[config.mk]
export PLATFORM = sky130hd
export DESIGN_NAME = write_router_flat
export DESIGN_NICKNAME = d
export VERILOG_FILES = /design/src/rtl/router_pkg.sv /design/src/rtl/write_router_if.sv /design/src/rtl/write_router_lane_unpacker.sv /design/src/rtl/write_router.sv /design/src/flat_wrapper.sv
export SDC_FILE = /design/constraint.sdc
export NUM_CORES = 1
export LEC_CHECK = 0
export CORE_ASPECT_RATIO = 1.5
export CORE_MARGIN = 5
export CORE_UTILIZATION = 39
export CTS_BUF_LIST = sky130_fd_sc_hd__clkbuf_2 sky130_fd_sc_hd__clkbuf_4 sky130_fd_sc_hd__clkbuf_8
export CTS_CLUSTER_DIAMETER = 30
export DETAILED_ROUTE_END_ITERATION = 16
export HOLD_SLACK_MARGIN = 0.03
export SLEW_MARGIN = 40
export SYNTH_ARGS = -nofsm -noshare
export SYNTH_HDL_FRONTEND = slang
export SYNTH_SLANG_ARGS = --single-unit
[constraint.sdc]
create_clock -name clk -period 2.2 [get_ports clk]
set_input_delay 0.44 -clock clk [delete_from_list [all_inputs] [get_ports clk]]
set_output_delay 0.44 -clock clk [all_outputs]
set_load 0.05 [all_outputs]
[src/rtl/router_pkg.sv]
// Shared definitions for the buffer read/write routers: FSM encoding and
// default geometry constants.
package router_pkg;

  localparam int DefMaxWidth  = 9;
  localparam int DefDepth     = 128;
  localparam int DefDataWidth = 8;

  typedef enum logic [1:0] {
    IDLE,
    LOAD,
    DRAIN,
    DONE
  } routerState_t;

endpackage

[src/rtl/write_router_if.sv]
// Compute-side vector handshake plus the buffer write port of the write router.
// The master side is the router; the slave side is the compute source / buffer.
interface write_router_if
  import router_pkg::*;
#(
  parameter int MaxWidth  = DefMaxWidth,
  parameter int DataWidth = DefDataWidth,
  parameter int AddrWidth = $clog2(DefDepth)
);

  logic                          inValid;
  logic                          inReady;
  logic [MaxWidth*DataWidth-1:0] dataIn;
  logic                          writeEn;
  logic [AddrWidth-1:0]          writeAddr;
  logic [DataWidth-1:0]          dataOut;

  modport master (
    input  inValid, dataIn,
    output inReady, writeEn, writeAddr, dataOut
  );

  modport slave (
    output inValid, dataIn,
    input  inReady, writeEn, writeAddr, dataOut
  );

endinterface

[src/rtl/write_router_lane_unpacker.sv]
// MaxWidth-lane shift register: loads a packed vector, then shifts one lane
// per cycle towards lane 0, which is always presented on laneZero.
module lane_unpacker
  import router_pkg::*;
#(
  parameter int MaxWidth  = DefMaxWidth,
  parameter int DataWidth = DefDataWidth
) (
  input  logic                          clk,
  input  logic                          rst,
  input  logic                          load,
  input  logic                          shift,
  input  logic [MaxWidth*DataWidth-1:0] vecIn,
  output logic [DataWidth-1:0]          laneZero
);

  logic [MaxWidth*DataWidth-1:0] shiftReg;

  always_ff @(posedge clk or negedge rst) begin
    if (!rst) begin
      shiftReg <= '0;
    end else if (load) begin
      shiftReg <= vecIn;
    end else if (shift) begin
      shiftReg <= shiftReg >> DataWidth;
    end
  end

  assign laneZero = shiftReg[DataWidth-1:0];

endmodule

[src/rtl/write_router.sv]
// Write router: unpacks packed result vectors and writes them lane by lane to
// consecutive (wrapping) buffer addresses from startAddr through finalAddr.
module write_router
  import router_pkg::*;
#(
  parameter int MaxWidth   = DefMaxWidth,
  parameter int Depth      = DefDepth,
  parameter int DataWidth  = DefDataWidth,
  parameter int AddrWidth  = $clog2(Depth),
  parameter int CountWidth = $clog2(MaxWidth + 1)
) (
  input  logic                  clk,
  input  logic                  rst,
  input  logic                  routeEn,
  input  logic [AddrWidth-1:0]  startAddr,
  input  logic [AddrWidth-1:0]  finalAddr,
  input  logic [CountWidth-1:0] laneCount,
  output logic                  finished,
  output logic                  busy,
  write_router_if.master        bus
);

  routerState_t state, nextState;

  logic [AddrWidth-1:0]  ptr;
  logic [AddrWidth-1:0]  finalReg;
  logic [AddrWidth-1:0]  nextPtr;
  logic [CountWidth-1:0] lane;
  logic [CountWidth-1:0] lastLane;
  logic [CountWidth-1:0] effLast;
  logic [DataWidth-1:0]  laneZero;
  logic                  atFinal;
  logic                  startJob;
  logic                  loadVec;
  logic                  shiftVec;

  // Out-of-range lane counts (zero or above MaxWidth) mean a full vector.
  assign effLast = (laneCount == '0 || laneCount > CountWidth'(MaxWidth))
                   ? CountWidth'(MaxWidth - 1)
                   : laneCount - CountWidth'(1);

  assign atFinal = (ptr == finalReg);
  assign nextPtr = (ptr == AddrWidth'(Depth - 1)) ? '0 : ptr + AddrWidth'(1);

  always_ff @(posedge clk or negedge rst) begin
    if (!rst) begin
      state <= IDLE;
    end else begin
      state <= nextState;
    end
  end

  always_comb begin
    nextState = state;
    startJob  = 1'b0;
    loadVec   = 1'b0;
    shiftVec  = 1'b0;
    unique case (state)
      IDLE: begin
        if (routeEn) begin
          startJob  = 1'b1;
          nextState = LOAD;
        end
      end
      LOAD: begin
        if (!routeEn) begin
          nextState = IDLE;
        end else if (bus.inValid) begin
          loadVec   = 1'b1;
          nextState = DRAIN;
        end
      end
      DRAIN: begin
        // Abort wins over everything; reaching finalAddr discards leftover lanes.
        if (!routeEn) begin
          nextState = IDLE;
        end else if (atFinal) begin
          nextState = DONE;
        end else begin
          shiftVec = 1'b1;
          if (lane == lastLane) begin
            nextState = LOAD;
          end
        end
      end
      DONE: begin
        if (!routeEn) begin
          nextState = IDLE;
        end
      end
      default: nextState = IDLE;
    endcase
  end

  always_ff @(posedge clk or negedge rst) begin
    if (!rst) begin
      ptr      <= '0;
      finalReg <= '0;
      lastLane <= '0;
      lane     <= '0;
    end else begin
      if (startJob) begin
        ptr      <= startAddr;
        finalReg <= finalAddr;
        lastLane <= effLast;
      end
      if (loadVec) begin
        lane <= '0;
      end
      if (shiftVec) begin
        ptr  <= nextPtr;
        lane <= lane + CountWidth'(1);
      end
    end
  end

  lane_unpacker #(
    .MaxWidth (MaxWidth),
    .DataWidth(DataWidth)
  ) unpacker (
    .clk     (clk),
    .rst     (rst),
    .load    (loadVec),
    .shift   (shiftVec),
    .vecIn   (bus.dataIn),
    .laneZero(laneZero)
  );

  assign bus.inReady   = (state == LOAD);
  assign bus.writeEn   = (state == DRAIN);
  assign bus.writeAddr = ptr;
  assign bus.dataOut   = laneZero;
  assign finished      = (state == DONE);
  assign busy          = (state == LOAD) || (state == DRAIN);

endmodule

[src/flat_wrapper.sv]
// flat-port wrapper written by rule: the top's interface ports become plain ports
module write_router_flat import router_pkg::*;
#(
  parameter int MaxWidth   = DefMaxWidth,
  parameter int Depth      = DefDepth,
  parameter int DataWidth  = DefDataWidth,
  parameter int AddrWidth  = $clog2(Depth),
  parameter int CountWidth = $clog2(MaxWidth + 1)
)
  (clk, rst, routeEn, startAddr, finalAddr, laneCount, finished, busy, bus_inValid, bus_dataIn, bus_inReady, bus_writeEn, bus_writeAddr, bus_dataOut);
  write_router_if #(.MaxWidth(MaxWidth), .DataWidth(DataWidth), .AddrWidth(AddrWidth)) bus_i ();
  input  logic clk;
  input  logic rst;
  input  logic routeEn;
  input  logic [AddrWidth-1:0] startAddr;
  input  logic [AddrWidth-1:0] finalAddr;
  input  logic [CountWidth-1:0] laneCount;
  output logic finished;
  output logic busy;
  input wire logic [$bits(bus_i.inValid)-1:0] bus_inValid;
  input wire logic [$bits(bus_i.dataIn)-1:0] bus_dataIn;
  output wire logic [$bits(bus_i.inReady)-1:0] bus_inReady;
  output wire logic [$bits(bus_i.writeEn)-1:0] bus_writeEn;
  output wire logic [$bits(bus_i.writeAddr)-1:0] bus_writeAddr;
  output wire logic [$bits(bus_i.dataOut)-1:0] bus_dataOut;
  assign bus_i.inValid = bus_inValid;
  assign bus_i.dataIn = bus_dataIn;
  assign bus_inReady = bus_i.inReady;
  assign bus_writeEn = bus_i.writeEn;
  assign bus_writeAddr = bus_i.writeAddr;
  assign bus_dataOut = bus_i.dataOut;
  write_router #(.MaxWidth(MaxWidth), .Depth(Depth), .DataWidth(DataWidth), .AddrWidth(AddrWidth), .CountWidth(CountWidth)) u_core (.clk(clk), .rst(rst), .routeEn(routeEn), .startAddr(startAddr), .finalAddr(finalAddr), .laneCount(laneCount), .finished(finished), .busy(busy), .bus(bus_i));
endmodule
* After elaboration in Yosys (flattened, before gate mapping) *
Cells that the tools add are included.

storage, ports and cells
  bits in registers = 96
  bits of input ports = 94
  output and inout bits = 19
  logic and storage cells = 51

cells by class
  $add $sub $neg = 3
  magnitude comparators = 1
  eq/ne operators = 10
  muxes and demuxes = 24
  reductions and logical operators = 7

operators with widths
  kind                                                    number
  two-way mux 72 bit                                      2
  two-way mux 7 bit                                       3
  two-way mux 2 bit                                       7
  two-way mux 4 bit                                       3
  two-way mux 1 bit                                       8
  case mux 2 bit (4 select lines)                         1
  adder 7 x 1 -> 7 bit (second input constant)            1
  == test 7 bit                                           1
  == test 7 bit (second input constant)                   1
  adder 4 x 1 -> 4 bit (second input constant)            1
  == test 2 bit (second input constant)                   2
  == test 4 bit                                           1
  > comparator 4 bit (second input constant)              1
  zero test 4 bit                                         1
  inequality test 2 bit (second input constant)           2
  inequality test 4 x 2 -> 1 bit (second input constant)  1
  AND reduction 4 bit                                     1
  nonzero test 2 bit                                      2
  subtractor 4 x 1 -> 4 bit (second input constant)       1
  inequality test 3 bit (second input constant)           1
  == test 2 x 1 -> 1 bit (second input constant)          1
  zero test 2 bit                                         1
  logical OR 1 bit                                        2

* Longest topological paths before layout *
  depth in word-level cells = 6
  mapped depth = 8
  depth with buffers taken out = 6

* Cells and area by module *
Synthesis repeated with hierarchy kept, for this count alone.

second synthesis, totals
  cell total of the unflattened synthesis = 461
  area total of the unflattened synthesis = 4814.6 um^2

modules (own cells, without submodules)
  module         instances  cells each  area each (um^2)  seq. area each (um^2)
  lane_unpacker  1          320         3377.0            1801.7
  write_router   1          141         1437.6            600.6

* Least setup slack after synthesis *
No wires, ideal clock.

  kind = reg2reg
  from = register u_core.ptr[0] (netlist: u_core.bus.writeAddr[0])
  to = register u_core.ptr[3] (netlist: u_core.bus.writeAddr[3])
  library setup time = 131 ps
  arrival = 1922 ps
  required time = 2069 ps
  setup slack = 146 ps
  cell stages (with the launch flop) = 7
  buffers on the path = 0
  clock period less this slack = 2054 ps
  cell sequence = dfrtp_1 ha_1 and2_1 and3_1 nand3_1 and4_1 or3_1

on the way
  word-level cells in the longest chain between the ends = 5
  elaborated cells on any way between the ends = 9
  those cells by class = add/sub: 1; eq/ne: 2; mux: 5; reduce/logical: 1

ends and longest elaborated chain
  element                                                                       line                 RTL
  start: declaration                                                            write_router.sv:25   logic [AddrWidth-1:0] ptr;
  start signal: assignment                                                      write_router.sv:103  ptr <= startAddr;
  start signal: assignment                                                      write_router.sv:111  ptr <= nextPtr;
  parallel branches: the longest is 5 deep, another holds adder 7 x 1 -> 7 bit  -

Several ways; the timed one is not identified.
A chain may end at the register's enable or synchronous reset.

* Worst setup path after layout *
  from = register u_core.ptr[0] (netlist: u_core.bus.writeAddr[0])
  to = output bus_writeAddr[0]

RTL lines
  element           line                RTL
  end: declaration  flat_wrapper.sv:24  output wire logic [$bits(bus_i.writeAddr)-1:0] bus_writeAddr;

No word-level cell between the ends.

==> results.md <==
- Antenna violations before repair: 0
- # clock sinks: 96
- WP data arrival: 1.67 ns
- Setup violations, final: 0
- VDD IR max: 0.0006842 V
- Mapped Cells: 559
- Drt via density: 5.155
- Antenna Nets Post-Route: 0
- CTS root buffer: clkbuf_8
- DR WL/cell: 15.19 um
- Post-synthesis cell type count: 44
- First-pass GRT wire length: 20.58 mm
- Fmax: 473.8 MHz
- Post-layout min period: 2.111 ns
- Post-synthesis sequential area ratio: 0.4926
- Met2 WL: 6.668 mm
- Synthesized area per cell: 8.725 sq um
- Die Wd: 101.3 um
- Slew margin rel.: 0.6425
- Critical path class: reg2out
- Dpl cells: 803
- Critical Path, Cell by Cell: clkdlybuf4s50_1
- Largest net degree at the start of global routing: 44
- Fin cells: 820
- Uppermost layer routed: met4
- Final WL: 12.46 mm
- Area taken by multi-input logic gates: 2131 sq um
- Final setup TNS: 0 ns
- Count leader, synth: nand3_1
- CP max stage cell: clkdlybuf4s50_1
- Total setup buffers inserted after CTS: 0
- Leak: 0.002877 uW
- Met3 routed WL: 462 um
- Clk pin slew, worst setup/hold paths: 0.09 ns
- GPL Wtd Cong: 0.8017
- Most frequent cells after synthesis: nand3_1, nand2_1, dfrtp_1, clkbuf_1, buf_6
- Result of the run: finished clean
- Crit-path max FO: 6
- Initial DRC count: 200
- Synth area leader: dfrtp_1
- Hold crit path type: reg2reg
- Syn Nets: 662
- TritonCTS Buffers: 9
- Ranking of synthesized cells by area: dfrtp_1, nand3_1, nand2_1
- Top_reg_cell synth: dfrtp_1
- Slowest stage delay, CP: 0.84 ns
- Initial Utilization: 0.3937
- Slew Limit Fails: 0
- Period utilization: 0.9594
- CP endpoint kind: output pin
- Core Area: 12390 sq um
- Fin nets: 762
- Clk_lat worst skew: 0.37 ns
- Critical Path Start Type: flip-flop
- Crit path buf inv count: 1
- Area Growth Syn to Fin: 31.40%
- Pwr dens: 1191 nW/um^2
- DRC viols: 0
- Netlist Area Pre-Place: 4877 sq um
- #FFs+latches synth: 96
- Io pins: 113
- GR Overflow Total: 0
- Wl on met1: 5.175 mm
- Max-cap viol count: 0
- H-tree Lvls: 3
- Total GRT Usage: 0.1708
- Clock Path Buffers: 2
- Worst slew pin tran: 0.5353 ns
- Via count: 4227
- Synthesis Warnings: 0
- 1st-pass router iterations: 4
- Area share of the largest cell type after synthesis: 0.4926
- Num rows: 50
- CTS tree: yes
- RSZ-0062 raised after global routing: false
- Vias in the first global route: 4272
- Async set-reset flop share out of synthesis: 1.000
- PortBufs: 112
- Critical Path RT: 1.76 ns
- Post-detail-place hpwl: 9.151 mm
- Layout Skew: 0.01752 ns
- Reg area: 2402 sq um
- # fillers: 1210
- Crit path max-delay family: buffers and inverters
- Share of cells above drive strength 1: 0.08283
- Post-synth EDFFs: 0
- Die Height: 147.0 um
- Die area: 14890 sq um
- Final Hold Fails: 0
- Number of diodes: 0
## power breakdown
group | switching, uW | total (uW) | internal [uW]
Combinational | 1910 | 3280 | 1370
Clock | 620 | 1240 | 619
Sequential | 570 | 3120 | 2550
Total | 3100 | 7640 | 4540
## area by class of cell
class | count | share of cell area
Timing Repair Buffer | 140 | 0.2243
Clock inverter | 4 | 0.008005
Clock buffer | 12 | 0.02577
Multi-Input combinational cell | 405 | 0.3325
Tap cell | 156 | 0.03046
Inverter | 7 | 0.004100
Sequential cell | 96 | 0.3749
## per-stage QoR
stage	setup slack, ns	hold slack, ns	utilization	area, sq um	power, uW
floorplan	0.1463	0.1444	-	4877	5412
global placement	0.1401	0.3880	0.4988	6178	6362
global route	0.01234	0.5214	0.5174	6409	8197
CTS	0.01363	0.5094	0.5170	6404	7736
detailed placement	0.07337	0.3885	0.4988	6178	6486
finish	0.08938	0.5033	0.5174	6409	7635
## routing by layer
metal	global-route usage	vias to the layer above
met2	0.2959	77
li1	-	2122
met5	0	-
met1	0.2158	2019
met4	0.05456	0
met3	0.02565	9
## final timing paths
| kind | startpoint | cells after the start | end | slack, ns |
|---|---|---|---|---|
| max | u_core.bus.writeAddr[0]$_DFFE_PN0P_ | 1 | bus_writeAddr[0] | 0.09 |
| min | u_core.finalReg[3]$_DFFE_PN0P_ | 2 | u_core.finalReg[3]$_DFFE_PN0P_ | 0.50 |
| max reg2reg | u_core.bus.writeAddr[5]$_DFFE_PN0P_ | 6 | u_core.unpacker.shiftReg[17]$_DFFE_PN0P_ | 0.24 |
| min reg2reg | u_core.finalReg[3]$_DFFE_PN0P_ | 2 | u_core.finalReg[3]$_DFFE_PN0P_ | 0.50 |
| max in group asynchronous | rst | 3 | u_core.unpacker.shiftReg[18]$_DFFE_PN0P_ | 1.07 |
| min in group asynchronous | rst | 2 | u_core.finalReg[4]$_DFFE_PN0P_ | 0.53 |
## state kept, by name, summed over array words and instances (netlist names)
name                      cells
u_core.unpacker.shiftReg     72
u_core.bus.writeAddr          7
u_core.finalReg               7
u_core.lane                   4
u_core.lastLane               4
u_core.state                  2
## what timing repair did
| action | 4_1_cts | 5_1_grt |
|---|---|---|
| hold buffers | 1 | 0 |
| endpoints found under the setup margin | 1 | 2 |
| hold endpoints to repair | 24 | 0 |
| gates resized for setup | 1 | 2 |
| gates cloned | 0 | 0 |
| pin swaps | 0 | 0 |
## cells by family after synthesis
family	share of synthesized area
multiplexers	0.008210
AND/OR/NAND/NOR	0.3273
AO/OA/AOI/OAI	0.05054
XOR/XNOR	0.02335
adder cells (fa/ha/maj)	0.02309
flip-flops	0.4926
buffers and inverters	0.07491
## cells in the final DEF, fill, tap and decap left out, types with 2 or more instances in the layout
master	instances
buf_4	23
nand3_1	201
dfrtp_1	96
buf_12	9
clkbuf_8	12
ha_1	9
mux2i_1	4
o21ai_0	13
a21oi_1	5
inv_1	7
clkdlybuf4s50_1	104
dlymetal6s2s_1	2
nand2_1	119
nor3_1	3
nor2_1	4
and2_1	3
a21o_1	2
or3_1	3
xnor2_1	11
xor2_1	2
Power figures use the tool's default switching activity.
==> RTL change 1 (same settings) <==
The package constant `DefMaxWidth` goes from 9 to 18.
--- a/src/rtl/router_pkg.sv
+++ b/src/rtl/router_pkg.sv
@@ -2,7 +2,7 @@
 // default geometry constants.
 package router_pkg;
 
-  localparam int DefMaxWidth  = 9;
+  localparam int DefMaxWidth  = 18;
   localparam int DefDepth     = 128;
   localparam int DefDataWidth = 8;
 
Ports: changed (resized bus_dataIn and laneCount); port bits go from 113 to 186. No check against the original RTL was run, so the function may have changed too.
==> RTL change 1 against the unedited design <==
  * Sequential cell count grew 74
  * Wire length rose by 73%
  * Synthesized cell count up 43%
  * Clock skew down 0.0030 ns
  * Synthesized area rose by 68%
  * Maximum frequency increased by 2.3%
  * Highest routed layer unchanged
  * Cell area is 72% higher
  * Register-to-register slack got worse by 0.05 ns
  * Setup slack better by 0.047 ns
  * Power rose by 67%
  * First-iteration DRC count increased by 57%
==> RTL change 1: results (changes against the unedited design) <==
First-pass GRT wire length = 34200 um (was 20600 um)
Root Driver = clkbuf_8 (unchanged)
Clock skew = 0.0145 ns (was 0.0175 ns)
Synth cell types = 38 (was 44)
End of the worst register-to-register path = u_core.unpacker.shiftReg[124]$_DFFE_PN0P_ (was u_core.unpacker.shiftReg[17]$_DFFE_PN0P_)
DR WL/cell = 16.9 um (was 15.2 um)
Sequential area share after synthesis = 0.520 (was 0.493)
Port Buffers = 185 (was 112)
Reg-to-reg slack, setup = 0.19 ns (was 0.24 ns)
Fin crit period = 2.06 ns (was 2.11 ns)
Worst Hold Class = flop to flop (unchanged)
Initial antenna violation count = 1 (was 0)
1st-iter DRT viols = 314 (was 200)
Count leader, synth = nand2_1 (was nand3_1)
Largest net degree at the start of global routing = 54 (was 44)
Num CTS Buffers = 17 (was 9)
Pre-CTS WS = -0.00948 ns (was 0.0734 ns)
Routed vias = 6218 (was 4227)
Outcome = finished clean (unchanged)
Clk_lat worst skew = 0.45 ns (was 0.37 ns)
CP max-delay cell = clkdlybuf4s50_1 (unchanged)
Final #Nets = 1170 (was 762)
Fillcell total = 1992 (was 1210)
CP max stage delay = 0.81 ns (was 0.84 ns)
FF-to-FF Start = u_core.finalReg[0]$_DFFE_PN0P_ (was u_core.bus.writeAddr[5]$_DFFE_PN0P_)
Worst-path fanout max = 2 (was 6)
Final WL = 21500 um (was 12500 um)
Max FFs per register = 144 (was 72)
Critical path arrival = 1.62 ns (was 1.67 ns)
Syn avg cell area = 10.2 sq um (was 8.72 sq um)
Last element of the critical path = bus_dataOut[0] (was bus_writeAddr[0])
Max IR drop VDD = 0.931 mV (was 0.684 mV)
FF-to-FF path depth = 8 (was 6)
Switching pwr = 0.00467 W (was 0.00310 W)
Vias in the first global route = 6452 (was 4272)
Htree depth = 4 (was 3)
Synth cell count leaders = nand2_1, dfrtp_1, mux2i_1 (was nand3_1, nand2_1, dfrtp_1)
Lkg Pwr = 5.49 nW (was 2.88 nW)
Post-synth net total = 978 (was 662)
Slew @ Worst Pin = 0.516 ns (was 0.535 ns)
Placed Area = 10500 sq um (was 6180 sq um)
Top post-synthesis cells by area = dfrtp_1, mux2i_1, nand2_1 (was dfrtp_1, nand3_1, nand2_1)
Routability cong. = 0.788 (was 0.802)
Tot GR Track Use = 0.180 (was 0.171)
Worst Setup SP = u_core.unpacker.shiftReg[0]$_DFFE_PN0P_ (was u_core.bus.writeAddr[0]$_DFFE_PN0P_)
DP Wirelength = 16100 um (was 9150 um)
Area of the multi-input gates = 3530 sq um (was 2130 sq um)
Layout cell share with drive strength beyond 1 = 0.0994 (was 0.0828)
[RTL change 1: repair_timing]
item / CTS / global route
cloned: 0 / 1
hold buffers: 1 / 0
resized for setup: 5 / 1
setup endpoints to repair: 6 / 1
buffers inserted: 5 / 0
hold endpoints to repair: 47 / 0
pin swaps: 1 / 0
[RTL change 1: layer usage]
metal / up-vias / global-route usage / routed length, um
li1: 3118 / - / -
met1: 2921 / 0.231 / 9120
met2: 155 / 0.307 / 11100
met3: 24 / 0.0326 / 851
met4: 0 / 0.0572 / 380
met5: - / 0 / 0
[RTL change 1: worst min path at each step]
stage	cells past startpoint	end	from	slack (ns)
after global placement	1	u_core.unpacker.shiftReg[31]$_DFFE_PN0P_	rst	0.45
after floorplan	0	u_core.bus.writeAddr[0]$_DFFE_PN0P_	rst	0.14
after CTS	3	u_core.finalReg[2]$_DFFE_PN0P_	finalAddr[2]	0.47
after detailed placement	1	u_core.unpacker.shiftReg[31]$_DFFE_PN0P_	rst	0.44
after global routing	3	u_core.finalReg[2]$_DFFE_PN0P_	finalAddr[2]	0.47
final	2	u_core.finalReg[4]$_DFFE_PN0P_	u_core.finalReg[4]$_DFFE_PN0P_	0.50
[RTL change 1: area by class of cell]
class                      instances  area share
clock buffer                      23      0.0270
timing repair buffer             235       0.220
inverter                           7     0.00239
clock inverter                     9      0.0125
antenna                            1    0.000227
tap                              268      0.0304
sequential                       170       0.386
multi-input combinational        562       0.321
[RTL change 1: cell families (layout without fill, tap and decap cells)]
logic type / after synthesis / after routing / synth area share
flops: 170 / 170 / 0.520
mux: 144 / 144 / 0.177
buf+inv: 69 / 274 / 0.0506
fa+ha+maj: 10 / 10 / 0.0153
xor+xnor: 17 / 17 / 0.0182
compound gates: 170 / 170 / 0.111
simple gates: 221 / 221 / 0.108
other cells: 0 / 1 / 0
[RTL change 1: stage by stage]
stage               hold slack, ns  TNS [ns]
floorplan                    0.144    -0.222
global placement             0.446         0
detailed placement           0.440   -0.0224
CTS                          0.469         0
global route                 0.471         0
finish                       0.502         0
[RTL change 1: power by group through the flow]
stage | Clock, W | Combinational [W] | Sequential [W]
5_1_grt | 0.00261 | 0.00541 | 0.00569
4_1_cts | 0.00248 | 0.00490 | 0.00553
3_5_place_dp | 0 | 0.00488 | 0.00559
6_report | 0.00240 | 0.00485 | 0.00550
3_3_place_gp | 0 | 0.00477 | 0.00557
2_1_floorplan | 0 | 0.00323 | 0.00544
==> RTL change 2 (config.mk and constraints unchanged) <==
Without the edit above. Re-encode `routerState_t` (4 states) as Gray code, 2 bits wide.
--- a/src/rtl/router_pkg.sv
+++ b/src/rtl/router_pkg.sv
@@ -7,10 +7,10 @@
   localparam int DefDataWidth = 8;
 
   typedef enum logic [1:0] {
-    IDLE,
-    LOAD,
-    DRAIN,
-    DONE
+    IDLE  = 2'b00,
+    LOAD  = 2'b01,
+    DRAIN = 2'b11,
+    DONE  = 2'b10
   } routerState_t;
 
 endpackage
Check against the original RTL: same outputs for any inputs over 10 cycles, from zero or initial values and one cycle with rst low; not proved beyond that.
==> RTL change 2 against the unedited design <==
  * Cell area decreased by 4.2%
  * Setup slack got worse by 0.033 ns
  * Synthesized area decreased by 5.8%
  * Maximum frequency decreased by 1.5%
  * Wire length decreased by 9.4%
  * Sequential cell count unchanged
  * Critical endpoint is now bus_writeAddr[3]
Power is not compared: it rests on default switching activity, and its combinational part moved more than twofold at a synthesized area within 25%.
==> RTL change 2: results (changes against the unedited design) <==
Min-delay src = u_core.finalReg[1]$_DFFE_PN0P_ (was u_core.finalReg[3]$_DFFE_PN0P_)
Worst Setup SP = u_core.bus.writeAddr[3]$_DFFE_PN0P_ (was u_core.bus.writeAddr[0]$_DFFE_PN0P_)
End of the worst register-to-register path = u_core.bus.writeAddr[5]$_DFFE_PN0P_ (was u_core.unpacker.shiftReg[17]$_DFFE_PN0P_)
Placed Area = 5920 sq um (was 6180 sq um)
Invs w/o clock = 5 (was 7)
Post-synthesis xor/xnor area fraction = 0.0248 (was 0.0233)
CLK BUF = 11 (was 12)
Fin crit period = 2.14 ns (was 2.11 ns)
Pre-CTS WS = -0.0491 ns (was 0.0734 ns)
Non-clock buffer share = 0.220 (was 0.224)
Final #Nets = 677 (was 762)
Critical path arrival = 1.70 ns (was 1.67 ns)
DRT Pass-1 Iters = 5 (was 4)
Synth cell count leaders = nand2_1, dfrtp_1, nor2_1 (was nand3_1, nand2_1, dfrtp_1)
1st-iter DRT viols = 192 (was 200)
First-pass GRT wire length = 18700 um (was 20600 um)
Multi-In Gates = 335 (was 405)
Fillcell total = 1096 (was 1210)
Routability cong. = 0.798 (was 0.802)
Reg-to-reg slack, setup = 0.15 ns (was 0.24 ns)
Clock skew = 0.0101 ns (was 0.0175 ns)
Layout cell share with drive strength beyond 1 = 0.0822 (was 0.0828)
Final WL = 11300 um (was 12500 um)
Outcome = finished clean (unchanged)
Layout clock area frac = 0.0328 (was 0.0338)
Non-clock buffer count = 132 (was 140)
Final core utilization = 0.532 (was 0.517)
Sequential area share after synthesis = 0.523 (was 0.493)
Top post-synthesis cells by area = dfrtp_1, a221o_1, nand2_1 (was dfrtp_1, nand3_1, nand2_1)
DP Wirelength = 7960 um (was 9150 um)
Post-synthesis mux area share = 0.0291 (was 0.00821)
Last element of the critical path = bus_writeAddr[3] (was bus_writeAddr[0])
DR vias/cell = 5.19 (was 5.15)
Largest net degree at the start of global routing = 65 (was 44)
Diode count = 1 (was 0)
Tap cells = 150 (was 156)
Synth Area in Compound Gates = 0.168 (was 0.0505)
Vias in the first global route = 3848 (was 4272)
[RTL change 2: cell count changes in the layout (fill, tap and decap cells not counted), moves of 7 or more]
cell and delta:
a221o_1 +55, nand2_1 -7, nand3_1 -196, nor2_1 +60
nor3_1 +7, o21ai_0 +10, xnor2_1 -10, xor2_1 +10
[RTL change 2: kinds of logic after synthesis]
logic type                 after synthesis
DFF                                     96
buffers and inverters                   49
muxes                                   13
and+or+nand+nor                        213
adders and majority gates                4
AOI/OAI and AO/OA                       92
xor gates and xnor gates                13
[RTL change 2: stage by stage]
step | TNS [ns] | cells
floorplan | 0 | 480
global placement | -0.104 | 717
detailed placement | -1.49 | 717
CTS | 0 | 734
global route | 0 | 734
finish | 0 | 735
[RTL change 2: layer usage]
metal	up-vias	wire length, um	GRT usage
met3	11	512	0.0313
met4	0	191	0.0612
met2	100	5680	0.275
met1	1835	4900	0.215
li1	1867	-	-
met5	-	0	0
[RTL change 2: worst min-delay path by stage]
| stage | end | slack (ns) | depth (start not counted) |
|---|---|---|---|
| 5_1_grt | u_core.unpacker.shiftReg[37]$_DFFE_PN0P_ | 0.52 | 1 |
| 6_report | u_core.finalReg[1]$_DFFE_PN0P_ | 0.51 | 2 |
| 4_1_cts | u_core.finalReg[3]$_DFFE_PN0P_ | 0.51 | 2 |
| 3_5_place_dp | u_core.unpacker.shiftReg[1]$_DFFE_PN0P_ | 0.41 | 1 |
| 3_3_place_gp | u_core.unpacker.shiftReg[1]$_DFFE_PN0P_ | 0.41 | 1 |
| 2_1_floorplan | u_core.bus.writeAddr[0]$_DFFE_PN0P_ | 0.14 | 0 |
[RTL change 2: timing repair]
item                       CTS  global route
setup endpoints to repair    0             4
setup buffers                0             0
resized for setup            0             4
hold buffers                 1             0
hold endpoints to repair    30             0
